**config.mk**
```make
export PLATFORM = sky130hd
export DESIGN_NAME = mem_access_unit
export DESIGN_NICKNAME = d
export VERILOG_FILES = /design/src/rtl/mem_access_unit.sv
export SDC_FILE = /design/constraint.sdc
export NUM_CORES = 1
export LEC_CHECK = 0
export BUFFER_PORTS_ARGS = -buffer_cell sky130_fd_sc_hd__buf_2
export CAP_MARGIN = 5
export CORE_MARGIN = 8
export CORE_UTILIZATION = 52
export CTS_BUF_LIST = sky130_fd_sc_hd__clkbuf_8
export DETAILED_ROUTE_END_ITERATION = 10
export GPL_TIMING_DRIVEN = 0
export HOLD_SLACK_MARGIN = 0.1
export PLACE_DENSITY = 0.94
export REMOVE_ABC_BUFFERS = 1
export SKIP_LAST_GASP = 1
export SYNTH_ARGS = -nofsm -noshare
export SYNTH_HDL_FRONTEND = slang
export SYNTH_HIERARCHICAL = 1
export SYNTH_SLANG_ARGS = --single-unit
```
**constraint.sdc**
```tcl
create_clock -name ma_clk -period 2.3 [get_ports ma_clk]
set_input_delay 0.23 -clock ma_clk [delete_from_list [all_inputs] [get_ports ma_clk]]
set_output_delay 0.23 -clock ma_clk [all_outputs]
set_load 0.005 [all_outputs]
```
**src/rtl/mem_access_unit.sv**
```systemverilog
// rtl/mem_access_unit.sv - two independent byte-serial load/store lanes in front of a byte-write memory
// Optional macro MA_MISALIGN_TRAP_EN: trap misaligned half/word accesses instead of force-aligning them.

module mem_access_lane #(
  parameter int DWIDTH     = 32,
  parameter int AWIDTH_MEM = 8
) (
  input  logic                  clk,
  input  logic                  rst_n,
  input  logic                  req_valid,
  output logic                  ready,
  input  logic                  load,
  input  logic                  store,
  input  logic [1:0]            size,
  input  logic                  is_unsigned,
  input  logic [AWIDTH_MEM+1:0] addr,
  input  logic [DWIDTH-1:0]     wdata,
  output logic                  ce,
  output logic                  wr_en,
  output logic [3:0]            mask,
  output logic [AWIDTH_MEM-1:0] mem_addr,
  output logic [DWIDTH-1:0]     mem_wdata,
  input  logic [DWIDTH-1:0]     rdata,
  output logic                  done,
  output logic [DWIDTH-1:0]     data,
  output logic                  err
);

  localparam logic [1:0] S_IDLE  = 2'd0;
  localparam logic [1:0] S_LOAD  = 2'd1;
  localparam logic [1:0] S_STORE = 2'd2;
  localparam logic [1:0] S_DONE  = 2'd3;

  logic [1:0]            state;
  logic [1:0]            byte_q;
  logic [1:0]            cnt;
  logic [1:0]            last;
  logic [1:0]            size_q;
  logic                  uns_q;
  logic [AWIDTH_MEM-1:0] mem_addr_q;
  logic [DWIDTH-1:0]     mem_wdata_q;
  logic [DWIDTH-1:0]     data_q;

  logic [1:0]            b_eff;
  logic [1:0]            last_eff;
  logic                  misalign;
  logic [DWIDTH-1:0]     shifted;
  logic [DWIDTH-1:0]     load_result;

  // Half and word accesses are force-aligned; the trap build rejects them before this matters.
  always_comb begin
    b_eff    = 2'd0;
    last_eff = 2'd3;
    case (size)
      2'b00: begin
        b_eff    = addr[1:0];
        last_eff = addr[1:0];
      end
      2'b01: begin
        b_eff    = {addr[1], 1'b0};
        last_eff = {addr[1], 1'b1};
      end
      default: begin
        b_eff    = 2'd0;
        last_eff = 2'd3;
      end
    endcase
  end

`ifdef MA_MISALIGN_TRAP_EN
  assign misalign = (load | store) &
                    (((size == 2'b01) & addr[0]) | (size[1] & (addr[1:0] != 2'b00)));
`else
  assign misalign = 1'b0;
`endif

  assign shifted = rdata >> {byte_q, 3'b000};

  always_comb begin
    load_result = shifted;
    case (size_q)
      2'b00:   load_result = {{(DWIDTH-8){~uns_q & shifted[7]}}, shifted[7:0]};
      2'b01:   load_result = {{(DWIDTH-16){~uns_q & shifted[15]}}, shifted[15:0]};
      default: load_result = rdata;
    endcase
  end

`ifdef MA_MISALIGN_TRAP_EN
  logic err_q;
`endif

  always_ff @(posedge clk or negedge rst_n) begin
    if (!rst_n) begin
      state       <= S_IDLE;
      byte_q      <= 2'd0;
      cnt         <= 2'd0;
      last        <= 2'd0;
      size_q      <= 2'd0;
      uns_q       <= 1'b0;
      mem_addr_q  <= '0;
      mem_wdata_q <= '0;
      data_q      <= '0;
`ifdef MA_MISALIGN_TRAP_EN
      err_q       <= 1'b0;
`endif
    end else begin
      case (state)
        S_IDLE: begin
          if (req_valid) begin
            mem_addr_q  <= addr[AWIDTH_MEM+1:2];
            size_q      <= size;
            uns_q       <= is_unsigned;
            byte_q      <= b_eff;
            cnt         <= b_eff;
            last        <= last_eff;
            data_q      <= '0;
            mem_wdata_q <= '0;
`ifdef MA_MISALIGN_TRAP_EN
            err_q       <= misalign;
`endif
            if (misalign) begin
              state <= S_DONE;
            end else if (store) begin
              mem_wdata_q <= wdata << {b_eff, 3'b000};
              state       <= S_STORE;
            end else if (load) begin
              state <= S_LOAD;
            end else begin
              state <= S_DONE;
            end
          end
        end
        S_LOAD: begin
          data_q <= load_result;
          state  <= S_DONE;
        end
        S_STORE: begin
          // One byte lane per cycle: the memory can only commit a single byte per write.
          if (cnt == last) begin
            mem_wdata_q <= '0;
            state       <= S_DONE;
          end else begin
            cnt <= cnt + 2'd1;
          end
        end
        default: begin
          state <= S_IDLE;
        end
      endcase
    end
  end

  assign ready     = (state == S_IDLE);
  assign ce        = (state == S_LOAD) | (state == S_STORE);
  assign wr_en     = (state == S_STORE);
  assign mask      = (state == S_STORE) ? (4'b0001 << cnt) : 4'b0000;
  assign mem_addr  = mem_addr_q;
  assign mem_wdata = mem_wdata_q;
  assign done      = (state == S_DONE);
  assign data      = data_q;
`ifdef MA_MISALIGN_TRAP_EN
  assign err       = err_q;
`else
  assign err       = 1'b0;
`endif

endmodule

module mem_access_unit #(
  parameter int DWIDTH     = 32,
  parameter int AWIDTH_MEM = 8
) (
  input  logic                  ma_clk,
  input  logic                  ma_rst,
  input  logic                  ma_i_valid_1,
  output logic                  ma_o_ready_1,
  input  logic                  ma_i_load_1,
  input  logic                  ma_i_store_1,
  input  logic [1:0]            ma_i_size_1,
  input  logic                  ma_i_unsigned_1,
  input  logic [AWIDTH_MEM+1:0] ma_i_addr_1,
  input  logic [DWIDTH-1:0]     ma_i_wdata_1,
  output logic                  ma_o_ce_1,
  output logic                  ma_o_wr_en_1,
  output logic [3:0]            ma_o_mask_1,
  output logic [AWIDTH_MEM-1:0] ma_o_mem_addr_1,
  output logic [DWIDTH-1:0]     ma_o_mem_wdata_1,
  input  logic [DWIDTH-1:0]     ma_i_rdata_1,
  output logic                  ma_o_valid_1,
  output logic [DWIDTH-1:0]     ma_o_data_1,
  output logic                  ma_o_err_1,
  input  logic                  ma_i_valid_2,
  output logic                  ma_o_ready_2,
  input  logic                  ma_i_load_2,
  input  logic                  ma_i_store_2,
  input  logic [1:0]            ma_i_size_2,
  input  logic                  ma_i_unsigned_2,
  input  logic [AWIDTH_MEM+1:0] ma_i_addr_2,
  input  logic [DWIDTH-1:0]     ma_i_wdata_2,
  output logic                  ma_o_ce_2,
  output logic                  ma_o_wr_en_2,
  output logic [3:0]            ma_o_mask_2,
  output logic [AWIDTH_MEM-1:0] ma_o_mem_addr_2,
  output logic [DWIDTH-1:0]     ma_o_mem_wdata_2,
  input  logic [DWIDTH-1:0]     ma_i_rdata_2,
  output logic                  ma_o_valid_2,
  output logic [DWIDTH-1:0]     ma_o_data_2,
  output logic                  ma_o_err_2
);

  mem_access_lane #(.DWIDTH(DWIDTH), .AWIDTH_MEM(AWIDTH_MEM)) u_lane_1 (
    .clk         (ma_clk),
    .rst_n       (ma_rst),
    .req_valid   (ma_i_valid_1),
    .ready       (ma_o_ready_1),
    .load        (ma_i_load_1),
    .store       (ma_i_store_1),
    .size        (ma_i_size_1),
    .is_unsigned (ma_i_unsigned_1),
    .addr        (ma_i_addr_1),
    .wdata       (ma_i_wdata_1),
    .ce          (ma_o_ce_1),
    .wr_en       (ma_o_wr_en_1),
    .mask        (ma_o_mask_1),
    .mem_addr    (ma_o_mem_addr_1),
    .mem_wdata   (ma_o_mem_wdata_1),
    .rdata       (ma_i_rdata_1),
    .done        (ma_o_valid_1),
    .data        (ma_o_data_1),
    .err         (ma_o_err_1)
  );

  mem_access_lane #(.DWIDTH(DWIDTH), .AWIDTH_MEM(AWIDTH_MEM)) u_lane_2 (
    .clk         (ma_clk),
    .rst_n       (ma_rst),
    .req_valid   (ma_i_valid_2),
    .ready       (ma_o_ready_2),
    .load        (ma_i_load_2),
    .store       (ma_i_store_2),
    .size        (ma_i_size_2),
    .is_unsigned (ma_i_unsigned_2),
    .addr        (ma_i_addr_2),
    .wdata       (ma_i_wdata_2),
    .ce          (ma_o_ce_2),
    .wr_en       (ma_o_wr_en_2),
    .mask        (ma_o_mask_2),
    .mem_addr    (ma_o_mem_addr_2),
    .mem_wdata   (ma_o_mem_wdata_2),
    .rdata       (ma_i_rdata_2),
    .done        (ma_o_valid_2),
    .data        (ma_o_data_2),
    .err         (ma_o_err_2)
  );

endmodule

```
==> impl_metrics.json <==
{
  "hpwlAfterDp_um": 20500,
  "nets": 1397,
  "die_area_sq_mm": 0.0216,
  "worst_setup_path_startpoint": "u_lane_2/state[0]$_DFFE_PN0P_",
  "finish.utilization": 0.694,
  "worst_endpoint_data_arrival_time_ns": 2.55,
  "finalWirelength_um": 30700,
  "slew_hr": 0.374,
  "slew_violations": 0,
  "grt.overflow.total": 0,
  "final_layout_size_suffix_gt1_frac": 0.394,
  "root_buf_cell": "clkbuf_8",
  "r2r-end": "u_lane_2/uns_q$_DFFE_PN0P_",
  "timing_worst_setup_path_type": "register to register",
  "synthToLayoutAreaGrowth_pct": 32.6,
  "synth_enable_flop_cells": 0,
  "leakagePower_nw": 5.96,
  "synth_seq_area_share": 0.467,
  "wire_per_inst_um": 21.1,
  "synthesis.yosys.warnings": 6,
  "timing.hold.worst.class": "primary input to register",
  "required_ns": 2.62,
  "unique_masters_post_synth": 51,
  "grt_use_total": 0.270,
  "port_buffers": 321,
  "synth_cells": 856,
  "cts.clk_slew.worst_paths_ns": 0.09,
  "gp_congestion": 0.882,
  "rrSetupSlack_ns": 0.07,
  "worst-path-max-fanout": 19,
  "total_vias_in_the_final_route": 8760,
  "core_sq_mm": 0.0170,
  "setup-violations-final": 0,
  "final.setup_skew_ns": 0.0150,
  "die_height_um": 147,
  "worstSetupEndpointType": "register",
  "grt_max_degree": 93,
  "ios": 324,
  "clk_path_buf_depth": 2,
  "rsz0062_at_grt": "yes",
  "route.antenna.remaining_nets": 0,
  "setup.worst_path.start_class": "register",
  "hold_viol_final": 0,
  "worst-r2r-cell-count": 4,
  "synth_async_sr_flop_share": 1.00,
  "cts-buffers-inserted": 17,
  "firstDrtPassIters": 6,
  "period_utilization_post_route": 0.971,
  "layout_min_cycle_time_ns": 2.23,
  "wire_length_of_the_first_global_routing_pass_um": 47700,
  "ys_seq_elements": 166,
  "max_cap_viol_count": 0,
  "power-per-cell-area_mw_per_mm2": 1210,
  "clock_tree_from_tritoncts": "yes",
  "dp_worst_setup_slack_ns": -1.72,
  "clock.fmax_ghz": 0.448,
  "starting_drt_drc_count": 755,
  "final.setup.worst_slack_ns": 0.0667,
  "worstSetupEndpoint": "u_lane_2/uns_q$_DFFE_PN0P_",
  "ir_drop_uv": 652,
  "finalSetupTns_ns": 0,
  "post_synth.cell_area_avg_sq_um": 10.4,
  "remaining_drc_errors": 0,
  "finalPower_w": 0.0143,
  "post_synth_instance_area_sq_mm": 0.00890,
  "htree_levels": 4,
  "timing.rr.start": "u_lane_2/state[0]$_DFFE_PN0P_",
  "num_rows": 48,
  "grt_pass1_vias": 9102,
  "cts.sink_count": 166,
  "clkLatencyLatePin_ns": 0.44,
  "run_status": "finished, final reports clean",
  "route.detailed.vias_per_inst": 6.01,
  "postSynth.topFlopCell": "dfrtp_1",
  "fp.dieW_um": 147,
  "number_of_antenna_violations_at_the_first_check_in_global_routing": 1,
  "worst_pin_slew_ns": 0.921,
  "initial_utilization": 0.524
}
## state kept, by name, summed over array words and instances (netlist names), 8 cells and up
name and count:
u_lane_2/mem_wdata 32, u_lane_1/data 32, u_lane_2/data 32, u_lane_2/mem_addr 8, u_lane_1/mem_addr 8, u_lane_1/mem_wdata 32
## worst min path at each step
stage | startpoint | to | slack, ns | depth (start not counted)
finish | ma_i_rdata_2[12] | u_lane_2/data[12]$_DFFE_PN0P_ | 0.13 | 3
global route | ma_i_rdata_1[11] | u_lane_1/data[11]$_DFFE_PN0P_ | 0.12 | 3
CTS | ma_i_rdata_1[5] | u_lane_1/data[5]$_DFFE_PN0P_ | 0.10 | 3
detailed placement | ma_rst | u_lane_1/mem_wdata[14]$_DFFE_PN0P_ | 0.24 | 1
global placement | u_lane_2/mem_wdata[6]$_DFFE_PN0P_ | u_lane_2/mem_wdata[6]$_DFFE_PN0P_ | 0.45 | 1
floorplan | ma_rst | u_lane_1/byte_q[0]$_DFFE_PN0P_ | -0.07 | 0
## synthesized netlist by cell type, drive strengths merged (16+ instances only)
| cell type | instances | share of area |
|---|---|---|
| dfrtp | 166 | 0.47 |
| nand2 | 108 | 0.046 |
| o21ai | 77 | 0.043 |
| mux2 | 71 | 0.090 |
| mux2i | 52 | 0.058 |
| a21oi | 49 | 0.028 |
| buf | 37 | 0.026 |
| a22oi | 33 | 0.028 |
| a22o | 20 | 0.020 |
| nand2b | 20 | 0.015 |
| clkbuf | 19 | 0.0080 |
| inv | 19 | 0.0080 |
| ha | 16 | 0.022 |
| o2bb2ai | 16 | 0.016 |
| or3 | 16 | 0.011 |
## per-layer routing
layer  up-vias  track usage  wire length, um
met5         -            0                0
met4         0        0.145             1400
met3       130       0.0821             3250
met2       626        0.444            14900
met1      4172        0.312            11200
li1       3832            -                -
## cells by family after synthesis
| kind of cell | share of synthesized area |
|---|---|
| simple gates | 0.137 |
| flops | 0.467 |
| compound gates | 0.178 |
| mux | 0.149 |
| xor+xnor | 0.00394 |
| other cells | 0.000844 |
| buf+inv | 0.0425 |
| fa+ha+maj | 0.0225 |
## layout make-up
type / count / area, sq um
Clock inverter: 12 / 95.1
Fill cell: 1148 / 5200
Clock buffer: 20 / 275
Antenna cell: 1 / 2.50
Multi-Input combinational cell: 618 / 4510
Tap cell: 225 / 282
Sequential cell: 166 / 4160
Inverter: 19 / 71.3
Timing Repair Buffer: 397 / 2400
## power by group
part / internal [W] / switching, W
logic: 0.00331 / 0.00393
clock network: 0.000851 / 0.00113
registers: 0.00408 / 0.000977
total: 0.00824 / 0.00604
## cell usage in the layout, fill, tap and decap left out, types with 4 or more instances in the layout
master / Yosys / layout
clkbuf_8: 0 / 20
o21ai_0: 77 / 74
mux2_1: 7 / 7
nand2b_1: 18 / 18
clkinvlp_4: 0 / 4
and4_1: 8 / 8
buf_2: 26 / 320
a21oi_1: 47 / 47
a32o_1: 8 / 8
a21bo_2: 8 / 8
or3_1: 16 / 16
dfrtp_1: 166 / 164
mux2i_1: 52 / 50
ha_1: 16 / 14
o22ai_1: 14 / 14
nand2_1: 108 / 104
inv_1: 19 / 19
and2_1: 9 / 9
xor2_1: 4 / 4
o2bb2ai_1: 16 / 16
or2_2: 14 / 14
a22o_1: 20 / 20
nor2_1: 14 / 14
a22oi_1: 33 / 33
a21o_1: 8 / 8
buf_4: 5 / 8
nand4_1: 12 / 12
nor2b_1: 9 / 7
mux2_2: 63 / 63
dlygate4sd3_1: 0 / 63
## through the flow
step           cells  cell area, sq um  hold WS (ns)
4_1_cts         1447             11600         0.101
6_report        1458             11800         0.128
2_1_floorplan    800              8590       -0.0656
5_1_grt         1458             11800         0.116
3_5_place_dp    1349             10600         0.235
3_3_place_gp    1346             10500         0.453
## timing repair
action,4_1_cts,5_1_grt
resized for setup,14,9
cloned,1,2
hold endpoints to repair,136,0
hold buffers,63,0
buffers inserted,2,8
endpoints found under the setup margin,72,113
pin swaps,0,3
## critical path, stage by stage, from the launching register on
cell and delay, ns:
dfrtp_1 0.42, inv_1 0.10, ha_1 0.50, nand2_1 0.61, mux2_2 0.48
(Power assumes the default switching activity.)
